$ cat src/rtl/sha256_core.sv
// Single-block SHA-256 compression engine: one round per clock from the fixed IV,
// digest presented with a one-cycle Done pulse.
module sha256_core (
   input  logic         Clk,
   input  logic         Reset,
   input  logic         Start,
   input  logic [511:0] Block,
   output logic [255:0] Digest,
   output logic         Done,
   output logic         Busy
);

   localparam int unsigned WORD_W = 32;
   localparam int unsigned CNT_W  = 6;

   localparam logic [255:0] IV = {
      32'h6a09e667, 32'hbb67ae85, 32'h3c6ef372, 32'ha54ff53a,
      32'h510e527f, 32'h9b05688c, 32'h1f83d9ab, 32'h5be0cd19};

   localparam logic [WORD_W-1:0] K_TAB [0:63] = '{
      32'h428a2f98, 32'h71374491, 32'hb5c0fbcf, 32'he9b5dba5, 32'h3956c25b, 32'h59f111f1, 32'h923f82a4, 32'hab1c5ed5,
      32'hd807aa98, 32'h12835b01, 32'h243185be, 32'h550c7dc3, 32'h72be5d74, 32'h80deb1fe, 32'h9bdc06a7, 32'hc19bf174,
      32'he49b69c1, 32'hefbe4786, 32'h0fc19dc6, 32'h240ca1cc, 32'h2de92c6f, 32'h4a7484aa, 32'h5cb0a9dc, 32'h76f988da,
      32'h983e5152, 32'ha831c66d, 32'hb00327c8, 32'hbf597fc7, 32'hc6e00bf3, 32'hd5a79147, 32'h06ca6351, 32'h14292967,
      32'h27b70a85, 32'h2e1b2138, 32'h4d2c6dfc, 32'h53380d13, 32'h650a7354, 32'h766a0abb, 32'h81c2c92e, 32'h92722c85,
      32'ha2bfe8a1, 32'ha81a664b, 32'hc24b8b70, 32'hc76c51a3, 32'hd192e819, 32'hd6990624, 32'hf40e3585, 32'h106aa070,
      32'h19a4c116, 32'h1e376c08, 32'h2748774c, 32'h34b0bcb5, 32'h391c0cb3, 32'h4ed8aa4a, 32'h5b9cca4f, 32'h682e6ff3,
      32'h748f82ee, 32'h78a5636f, 32'h84c87814, 32'h8cc70208, 32'h90befffa, 32'ha4506ceb, 32'hbef9a3f7, 32'hc67178f2};

   typedef enum logic [1:0] {S_IDLE, S_ROUND, S_FINAL} state_t;

   function automatic logic [WORD_W-1:0] f_bsig0(input logic [WORD_W-1:0] x);
      return {x[1:0], x[31:2]} ^ {x[12:0], x[31:13]} ^ {x[21:0], x[31:22]};
   endfunction

   function automatic logic [WORD_W-1:0] f_bsig1(input logic [WORD_W-1:0] x);
      return {x[5:0], x[31:6]} ^ {x[10:0], x[31:11]} ^ {x[24:0], x[31:25]};
   endfunction

   function automatic logic [WORD_W-1:0] f_ssig0(input logic [WORD_W-1:0] x);
      return {x[6:0], x[31:7]} ^ {x[17:0], x[31:18]} ^ {3'b000, x[31:3]};
   endfunction

   function automatic logic [WORD_W-1:0] f_ssig1(input logic [WORD_W-1:0] x);
      return {x[16:0], x[31:17]} ^ {x[18:0], x[31:19]} ^ {10'b0, x[31:10]};
   endfunction

   state_t              r_state;
   state_t              w_state_nxt;
   logic [CNT_W-1:0]    r_t;
   logic [WORD_W-1:0]   r_a, r_b, r_c, r_d, r_e, r_f, r_g, r_h;
   logic [WORD_W-1:0]   r_w [0:15];
   logic [255:0]        r_digest;
   logic                r_done;
   logic                r_busy;

   logic [WORD_W-1:0]   w_t1;
   logic [WORD_W-1:0]   w_t2;
   logic [WORD_W-1:0]   w_wnew;

   // Round datapath; r_w[0] always holds W[t], r_w[15] receives W[t+16]
   assign w_t1   = r_h + f_bsig1(r_e) + ((r_e & r_f) ^ (~r_e & r_g)) + K_TAB[r_t] + r_w[0];
   assign w_t2   = f_bsig0(r_a) + ((r_a & r_b) ^ (r_a & r_c) ^ (r_b & r_c));
   assign w_wnew = f_ssig1(r_w[14]) + r_w[9] + f_ssig0(r_w[1]) + r_w[0];

   always_ff @(posedge Clk or posedge Reset) begin
      if (Reset) r_state <= S_IDLE;
      else       r_state <= w_state_nxt;
   end

   always_comb begin
      w_state_nxt = r_state;
      case (r_state)
         S_IDLE:  if (Start) w_state_nxt = S_ROUND;
         S_ROUND: if (r_t == CNT_W'(63)) w_state_nxt = S_FINAL;
         S_FINAL: w_state_nxt = S_IDLE;
         default: w_state_nxt = S_IDLE;
      endcase
   end

   always_ff @(posedge Clk or posedge Reset) begin
      if (Reset) begin
         r_t      <= '0;
         r_a      <= '0;
         r_b      <= '0;
         r_c      <= '0;
         r_d      <= '0;
         r_e      <= '0;
         r_f      <= '0;
         r_g      <= '0;
         r_h      <= '0;
         for (int i = 0; i < 16; i++) r_w[i] <= '0;
         r_digest <= '0;
         r_done   <= 1'b0;
         r_busy   <= 1'b0;
      end else begin
         r_done <= 1'b0;
         case (r_state)
            S_IDLE: begin
               if (Start) begin
                  for (int i = 0; i < 16; i++) r_w[i] <= Block[511 - 32*i -: 32];
                  {r_a, r_b, r_c, r_d, r_e, r_f, r_g, r_h} <= IV;
                  r_t    <= '0;
                  r_busy <= 1'b1;
               end
            end
            S_ROUND: begin
               r_h <= r_g;
               r_g <= r_f;
               r_f <= r_e;
               r_e <= r_d + w_t1;
               r_d <= r_c;
               r_c <= r_b;
               r_b <= r_a;
               r_a <= w_t1 + w_t2;
               for (int i = 0; i < 15; i++) r_w[i] <= r_w[i+1];
               r_w[15] <= w_wnew;
               r_t     <= r_t + CNT_W'(1);
            end
            S_FINAL: begin
               r_digest <= {IV[255:224] + r_a, IV[223:192] + r_b, IV[191:160] + r_c, IV[159:128] + r_d,
                            IV[127:96]  + r_e, IV[95:64]    + r_f, IV[63:32]    + r_g, IV[31:0]     + r_h};
               r_done   <= 1'b1;
               r_busy   <= 1'b0;
            end
            default: ;
         endcase
      end
   end

   assign Digest = r_digest;
   assign Done   = r_done;
   assign Busy   = r_busy;

endmodule

$ cat config.mk
export PLATFORM = sky130hd
export DESIGN_NAME = sha256_core
export DESIGN_NICKNAME = d
export VERILOG_FILES = /design/src/rtl/sha256_core.sv
export SDC_FILE = /design/constraint.sdc
export NUM_CORES = 2
export LEC_CHECK = 0
export ABC_AREA = 1
export CAP_MARGIN = 15
export CORE_MARGIN = 2
export CORE_UTILIZATION = 45
export CTS_CLUSTER_SIZE = 28
export DETAILED_ROUTE_END_ITERATION = 12
export PLACE_DENSITY = 0.73
export SLEW_MARGIN = 15
export SYNTH_ARGS = -nofsm -noshare
export SYNTH_HDL_FRONTEND = slang
export SYNTH_SLANG_ARGS = --single-unit
$ cat constraint.sdc
create_clock -name Clk -period 41.7 [get_ports Clk]
set_input_delay 8.34 -clock Clk [delete_from_list [all_inputs] [get_ports Clk]]
set_output_delay 8.34 -clock Clk [all_outputs]
set_load 0.02 [all_outputs]
==> flow_metrics.tcl <==
set metrics [dict create \
    outcome "complete, no violations" \
    ant_nets 0 \
    cts_tree "built" \
    max_freq_mhz 72.8 \
    place_inst 10900 \
    dieArea_um2 150000 \
    hold_violations 0 \
    drv_slew 0 \
    synth_cells 8609 \
    gp_congestion 1.00 \
    grt_pass1_vias 62500 \
    critical_path_arrival_ps 14480 \
    design_area_um2 78600 \
    cts_resized 0 \
    clk_pin_slew_worst_paths_ps 60 \
    cts_buffers 115 \
    drt-vias-per-instance 5.86 \
    crit_end "r_w[417]" \
    area_growth_pct 19.1 \
    worst_slack_ps 27970 \
    rr_endpoint "r_a[31]" \
    finClkSkew_ps 53.6 \
    worst_pin_slew_ps 1290 \
    setup_violations 0 \
    finalCritPeriodShare_pct 32.9 \
    async_flop_share_pct 100 \
    cts-root-buf "clkbuf_16" \
    critPathLaunchType "input port" \
    whs_path_depth 2 \
    grt_max_degree 221 \
    worstSetupPathType "input port to async pin" \
    crit_required_ps 42450 \
    yosysWarnings 0 \
    critPathMaxFanout 107 \
    yosysSeqAreaShare_pct 39.2 \
    antenna_found_initial 32 \
    die_w_um 387 \
    avgRoutedWirePerCell_um 26.7 \
    synth_edf_count 0 \
    wl_um 296000 \
    synth_top_flop_cell "dfrtp_1" \
    drt-pass1-iter-count 7 \
    mappedNetlistNets 9468 \
    postCtsHoldBufs 0 \
    io_pins 773 \
    drive_above_1_share_pct 4.52 \
    r2r.worst_path.cells 30 \
    drt_iter0_drc 7432 \
    stdcell_count 11100 \
    place_area_um2 74600 \
    vias 64900 \
    hold_path_class "flop to flop" \
    grt_pass1_wl_um 429000 \
    synth_area_um2 66100 \
    core-area_um2 146000 \
    fin_crit_ps 13730 \
    hpwl_um 228000 \
    synth_area_leaders "dfrtp_1 (39%), nand2_1 (8.9%), o21ai_0 (7.4%), a21oi_1 (6.1%), fa_1 (5.7%)" \
    slew_headroom_pct 13.8 \
    r2r_start "r_t[1]" \
    startpoint "Reset" \
    grt_util_all_layers_pct 38.6 \
    rsz0062_at_grt "no" \
    initial_core_util_pct 45.3 \
    ys_types 75 \
    portBuffers 772 \
    clk_latency_ps 780 \
    postCtsSetupBuffers 0 \
    cts_max_level 3 \
    synth_seq_cells 1034 \
    synth_top_area_share_pct 39.2 \
    chipHeight_um 387 \
    cap_violations 0 \
    fin_setup_tns_ps 0 \
    clk_path_buf_depth 3 \
    synth_area_leader_cell "dfrtp_1" \
    fin_nets 9918 \
    cts_sinks 1034 \
    syn_avg_cell_area_um2 7.67 \
    route.detailed.drc 0 \
    rrSetupSlack_ps 32390 \
    rows 140 \
    grt_overflow 0 \
    worstSetupEndpointType "async pin" \
    pre_cts_ws_ps 26920 \
]
[worst max-delay path: stages]
cell             delay [ps]
clkdlybuf4s50_1         490
inv_8                   570
buf_4                   900
buf_4                   730
buf_4                   870
buf_4                   790
buf_4                   710
buf_4                   880
[final cells by class]
type                       instances  area, µm²
tap                             1917       2400
sequential                      1034      25900
inverter                         982       3720
antenna                            9       22.5
multi-input combinational       6098      34400
fill                           14000      67100
timing repair buffer             828       8240
clock buffer                     158       3280
clock inverter                    53        718
[state kept, by name (all words and copies together), names as in the netlist]
signal and count:
Digest 256, r_h 32, r_b 32, r_c 32, r_f 32, r_e 32, r_g 32, Busy 1
r_state 2, r_t 6, r_d 32, Done 1, r_a 32, r_w 512
[worst min-delay path by stage]
stage | from | to | slack, ps
floorplan | r_w[2] | r_w[2] | 450
global placement | Digest[193] | Digest[193] | 460
detailed placement | Digest[137] | Digest[137] | 460
CTS | Digest[137] | Digest[137] | 480
global route | Digest[138] | Digest[138] | 500
finish | Digest[137] | Digest[137] | 480
[through the flow]
| stage | utilization [%] | hold slack (ps) |
|---|---|---|
| CTS | 53.9 | 481 |
| global route | 54.0 | 503 |
| global placement | 51.2 | 460 |
| floorplan | - | 449 |
| detailed placement | 51.2 | 465 |
| finish | 54.0 | 477 |
[placed cells by master (no fill, tap or decap), types with 189 or more instances in the layout]
cell	n
inv_1	949
nand3_1	284
dfrtp_1	1032
a21oi_1	800
fa_1	189
o21ai_0	972
xor2_1	199
nor2_1	948
nand2_1	1558
clkdlybuf4s50_1	772
[routing by layer]
metal	share of wire (%)	global-route usage, %	wire length, µm
met1	40	50.7	120000
met3	7.7	6.26	22900
met4	6.3	20.7	18700
met5	0.080	0	236
met2	45	61.2	135000
[cell usage after synthesis (all sizes together) (6+ instances only)]
cell type / count
buf: 157
xor2: 199
dfrtp: 1034
nor4: 20
a21o: 22
fa: 189
or2: 26
a21boi: 10
o21bai: 17
nand2: 1591
nor3: 70
a211oi: 11
o21ai: 1011
nor2: 980
nand3: 298
ha: 155
o211ai: 30
nand3b: 6
clkbuf: 338
inv: 979
a22oi: 98
o22ai: 132
xnor2: 148
o221a: 6
o2111ai: 7
a21oi: 809
a31oi: 125
o31ai: 17
o221ai: 22
nand4: 59
[logic make-up (layout without fill, tap and decap cells)]
family	count (synthesis)	after routing	synth area share, %
other	0	9	0
adder cells (fa/ha/maj)	344	344	8.66
AND/OR/NAND/NOR	3055	3055	19.1
AO/OA/AOI/OAI	2351	2351	19.6
multiplexers	1	1	0.0152
XOR/XNOR	347	347	4.60
buffers and inverters	1477	2021	8.77
flip-flops	1034	1034	39.2
Power is not shown: default switching activity piles up to over one toggle a cycle in this logic, so the estimate is an artifact.
